[config.mk]
export PLATFORM = sky130hd
export DESIGN_NAME = sram_arbiter
export DESIGN_NICKNAME = d
export VERILOG_FILES = /design/src/rtl/sram_arbiter.sv
export SDC_FILE = /design/constraint.sdc
export NUM_CORES = 1
export LEC_CHECK = 0
export ABC_AREA = 1
export BUFFER_PORTS_ARGS = -buffer_cell sky130_fd_sc_hd__buf_4
export CORE_AREA = 2 2 119 121
export CTS_CLUSTER_SIZE = 30
export DETAILED_ROUTE_END_ITERATION = 10
export DIE_AREA = 0 0 121 123
export PLACE_DENSITY = 0.8
export SYNTH_ARGS = -nofsm -noshare
export SYNTH_HDL_FRONTEND = slang
export SYNTH_SLANG_ARGS = --single-unit
[constraint.sdc]
create_clock -name clk -period 2.1 [get_ports clk]
set_clock_uncertainty 0.15 [all_clocks]
set_input_delay 0 -clock clk [delete_from_list [all_inputs] [get_ports clk]]
set_output_delay 0 -clock clk [all_outputs]
set_load 0.02 [all_outputs]
[src/rtl/sram_arbiter.sv]
// Shares one single-port synchronous RAM between the instruction fetch and data ports; data wins by default.
// Latency: read data returns 1 cycle after grant, combinational from ram_rdata; each port holds its last read.
// Backpressure: is_if_read=0 defers fetch into a pending slot. SRAM_ARB_FAIR_EN gives pending fetches priority (data_sram_ok=0).
module sram_arbiter #(
    parameter int ADDR_W = 32
) (
    input  logic              clk,
    input  logic              reset,
    input  logic              inst_sram_en,
    input  logic [3:0]        inst_sram_we,
    input  logic [ADDR_W-1:0] inst_sram_addr,
    input  logic [31:0]       inst_sram_wdata,
    output logic [31:0]       inst_sram_rdata,
    output logic              is_if_read,
    input  logic              data_sram_en,
    input  logic [3:0]        data_sram_we,
    input  logic [ADDR_W-1:0] data_sram_addr,
    input  logic [31:0]       data_sram_wdata,
    output logic [31:0]       data_sram_rdata,
    output logic              data_sram_ok,
    output logic              ram_en,
    output logic [3:0]        ram_we,
    output logic [ADDR_W-1:0] ram_addr,
    output logic [31:0]       ram_wdata,
    input  logic [31:0]       ram_rdata
);

    typedef enum logic [1:0] {RESP_NONE, RESP_INST, RESP_DATA} resp_t;

    logic              pend_v;
    logic [ADDR_W-1:0] pend_addr;
    resp_t             resp_sel;
    logic [31:0]       inst_hold;
    logic [31:0]       data_hold;

    logic              inst_req;
    logic [ADDR_W-1:0] inst_req_addr;
    logic              inst_first;
    logic              inst_gnt;
    logic              data_gnt;

    // Instruction port is read-only; its write-side inputs are deliberately dropped.
    logic unused_inst_wr;
    assign unused_inst_wr = ^{inst_sram_we, inst_sram_wdata};

    // The newest fetch address always replaces a stale pending one.
    assign inst_req      = inst_sram_en | pend_v;
    assign inst_req_addr = inst_sram_en ? inst_sram_addr : pend_addr;

`ifdef SRAM_ARB_FAIR_EN
    assign inst_first   = pend_v;
    assign data_sram_ok = reset | ~data_sram_en | data_gnt;
`else
    assign inst_first   = 1'b0;
    assign data_sram_ok = 1'b1;
`endif

    assign inst_gnt   = ~reset & inst_req & (~data_sram_en | inst_first);
    assign data_gnt   = ~reset & data_sram_en & ~inst_gnt;
    assign is_if_read = reset | ~inst_req | inst_gnt;

    always_comb begin
        ram_en    = 1'b0;
        ram_we    = 4'b0;
        ram_addr  = '0;
        ram_wdata = 32'b0;
        if (inst_gnt) begin
            ram_en   = 1'b1;
            ram_addr = inst_req_addr;
        end else if (data_gnt) begin
            ram_en    = 1'b1;
            ram_we    = data_sram_we;
            ram_addr  = data_sram_addr;
            ram_wdata = data_sram_wdata;
        end
    end

    always_ff @(posedge clk) begin
        if (reset) begin
            pend_v    <= 1'b0;
            pend_addr <= '0;
            resp_sel  <= RESP_NONE;
            inst_hold <= 32'b0;
            data_hold <= 32'b0;
        end else begin
            if (resp_sel == RESP_INST) inst_hold <= ram_rdata;
            if (resp_sel == RESP_DATA) data_hold <= ram_rdata;

            if (inst_gnt) begin
                pend_v   <= 1'b0;
                resp_sel <= RESP_INST;
            end else if (data_gnt) begin
                resp_sel <= (data_sram_we == 4'b0) ? RESP_DATA : RESP_NONE;
            end else begin
                resp_sel <= RESP_NONE;
            end

            if (inst_req && !inst_gnt) begin
                pend_v    <= 1'b1;
                pend_addr <= inst_req_addr;
            end
        end
    end

    // Reset blanks the returned data even while a stale response is still selected.
    assign inst_sram_rdata = reset ? 32'b0 : (resp_sel == RESP_INST) ? ram_rdata : inst_hold;
    assign data_sram_rdata = reset ? 32'b0 : (resp_sel == RESP_DATA) ? ram_rdata : data_hold;

endmodule

==> flow_metrics.env <==
export IMPL_core_area_um2=13600
export IMPL_ys_seq_area_share_pct=41.0
export IMPL_placedCellCount=1200
export IMPL_post_layout_total_power_mw=4.75
export IMPL_synth_top_area_share_pct=41.0
export IMPL_worst_slack_ns=0.163
export IMPL_status="finished clean"
export IMPL_tightest_slew_ns=0.534
export IMPL_overflow=0
export IMPL_grtUsageMet1_pct=25.0
export IMPL_critPathLaunch="reset"
export IMPL_drt_wl_total_mm=16.3
export IMPL_rr_worst_depth=6
export IMPL_finalNonFillerCells=1287
export IMPL_clk_latency_ns=0.35
export IMPL_htreeDepth=3
export IMPL_antenna_found_initial=0
export IMPL_first_pass_iters=5
export IMPL_worst_setup_path_end_kind="output pin"
export IMPL_row_count=43
export IMPL_max_freq_mhz=516
export IMPL_nNetsFinal=1274
export IMPL_grt_use_met2_pct=37.6
export IMPL_root_buffer="clkbuf_16"
export IMPL_cp_max_fo=64
export IMPL_r2r_setup_slack_ns=0.66
export IMPL_drive_gt1_share_pct=27.6
export IMPL_ys_async_sr_fraction_pct=0
export IMPL_vias_per_cell=4.47
export IMPL_diodes=0
export IMPL_cp_required_ns=1.95
export IMPL_holdWs_ns=0.0364
export IMPL_cts_tree="done"
export IMPL_hold_viol=0
export IMPL_gp_congestion=0.798
export IMPL_groute_usage_overall_pct=21.4
export IMPL_cp_arrival_ns=1.79
export IMPL_synth_avg_cell_area_um2=6.13
export IMPL_clk_pin_slew_ns=0.07
export IMPL_synth_area_leaders="dfxtp_1 (41%), nor2_1 (23%), nand2_1 (13%)"
export IMPL_yosysWarnings=0
export IMPL_grt_pass1_vias=5344
export IMPL_cts_sinks=99
export IMPL_grt_use_met3_pct=5.35
export IMPL_ios=307
export IMPL_grt_busiest_layer="met2"
export IMPL_slew_headroom_pct=64.3
export IMPL_crit_path_end="data_sram_rdata[15]"
export IMPL_p_per_area_nw_per_um2=601
export IMPL_grt_first_pass_wirelength_mm=25.3
export IMPL_worstSetupPathType="in -> out"
export IMPL_cts_made_buffers=9
export IMPL_setup_viol=0
export IMPL_drv_slew=0
export IMPL_maxCapViolCount=0
export IMPL_yosys_register_bits=99
export IMPL_initial_core_util_pct=35.5
export IMPL_yosysMostFrequentCell="nor2_1"
export IMPL_synth_nets=960
export IMPL_startpoint_type="input port"
export IMPL_reg2reg_from="resp_sel[1]"
export IMPL_fin_area_um2=7900
export IMPL_min_period_ns=1.94
export IMPL_drc=0
export IMPL_clk_path_buf_depth=2
export IMPL_port_buffers=269
export IMPL_yosys_area_top_type="dfxtp_1"
export IMPL_rr_endpoint="inst_hold[1]"
export IMPL_hold_class="in -> reg"
export IMPL_period_share_pct=92.2
export IMPL_synthToLayoutAreaGrowth_pct=63.6
export IMPL_vdd_drop_max_mv=0.387
export IMPL_dpl_cell_area_um2=6900
export IMPL_ys_types=22
export IMPL_rsz0062_at_grt="false"
export IMPL_tns_ns=0
export IMPL_synth_edf_count=0
export IMPL_dr_first_iter_drc_count=430
export IMPL_grt_max_degree=65
export IMPL_syn_inst=788
export IMPL_wl_per_cell_um=12.7
export IMPL_dieArea_um2=14900
export IMPL_synthFlopType="dfxtp_1"
export IMPL_p_leak_nw=4.09
export IMPL_synth_area_um2=4830
export IMPL_hpwl_mm=10.8
export IMPL_yosys_top_cells_count="nor2_1 (293), nand2_1 (163), dfxtp_1 (99)"
export IMPL_die_y_um=123
export IMPL_fp_dieW_um=121
export IMPL_detail_route_antenna_nets=0
export IMPL_vias=5753
export IMPL_utilization_pct=58.1
export IMPL_dpl_worst_slack_ns=0.594
## report_power, final
group	leakage (nW)	internal (mW)	switching [mW]
Clock	0.142	0.871	0.741
Combinational	3.14	0.531	0.594
Sequential	0.809	1.97	0.0369
## how the worst min path moves through the flow
stage	cells past startpoint	start	to
final	3	inst_sram_en	pend_v
after global routing	3	inst_sram_en	pend_v
after CTS	3	inst_sram_en	pend_v
after detailed placement	2	data_sram_en	resp_sel[0]
after global placement	2	data_sram_en	resp_sel[0]
after floorplan	1	data_sram_en	resp_sel[0]
## flip-flops by register name, indices dropped and copies added (netlist names)
name	flops
data_hold	32
inst_hold	32
pend_addr	32
pend_v	1
resp_sel	2
## layout make-up
cell class	count	area, µm²
tap	180	225
clock inverter	5	35.0
inverter	78	294
timing repair buffer	353	2840
fill	1238	5710
sequential	99	1980
multi-input combinational	561	2270
clock buffer	11	253
## per-layer routing
metal / up-vias / share of wire, %
met1: 2485 / 41
met2: 250 / 49
met3: 23 / 8.1
met4: 0 / 2.1
met5: - / 0
li1: 2995 / -
## cells in the final DEF, fill, tap and decap left out, types with 2 or more instances in the layout
| cell | n |
|---|---|
| buf_4 | 280 |
| clkbuf_16 | 9 |
| clkbuf_8 | 2 |
| clkinv_2 | 3 |
| dfxtp_1 | 99 |
| dlygate4sd3_1 | 71 |
| inv_1 | 75 |
| inv_2 | 2 |
| nand2_1 | 163 |
| nand3_1 | 32 |
| nor2_1 | 293 |
| o21ai_0 | 63 |
| o21ai_1 | 2 |
## worst max-delay path: stages
cell and delay [ns]:
dlygate4sd3_1 0.54, buf_4 0.19, inv_2 0.09, buf_6 0.32, o21ai_0 0.15, nor2_1 0.27, buf_4 0.21
## timing repair
item,in CTS,in global routing
gates resized for setup,0,1
endpoints found under the hold margin,99,0
hold buffers,71,0
buffers inserted,0,0
endpoints found under the setup margin,0,20
## logic make-up after synthesis
family	Yosys count	share of synthesized area, %
other	1	0.0776
buffers and inverters	128	12.0
and+or+nand+nor	494	40.0
AOI/OAI and AO/OA	66	6.92
DFF	99	41.0
Power figures use the tool's default switching activity.
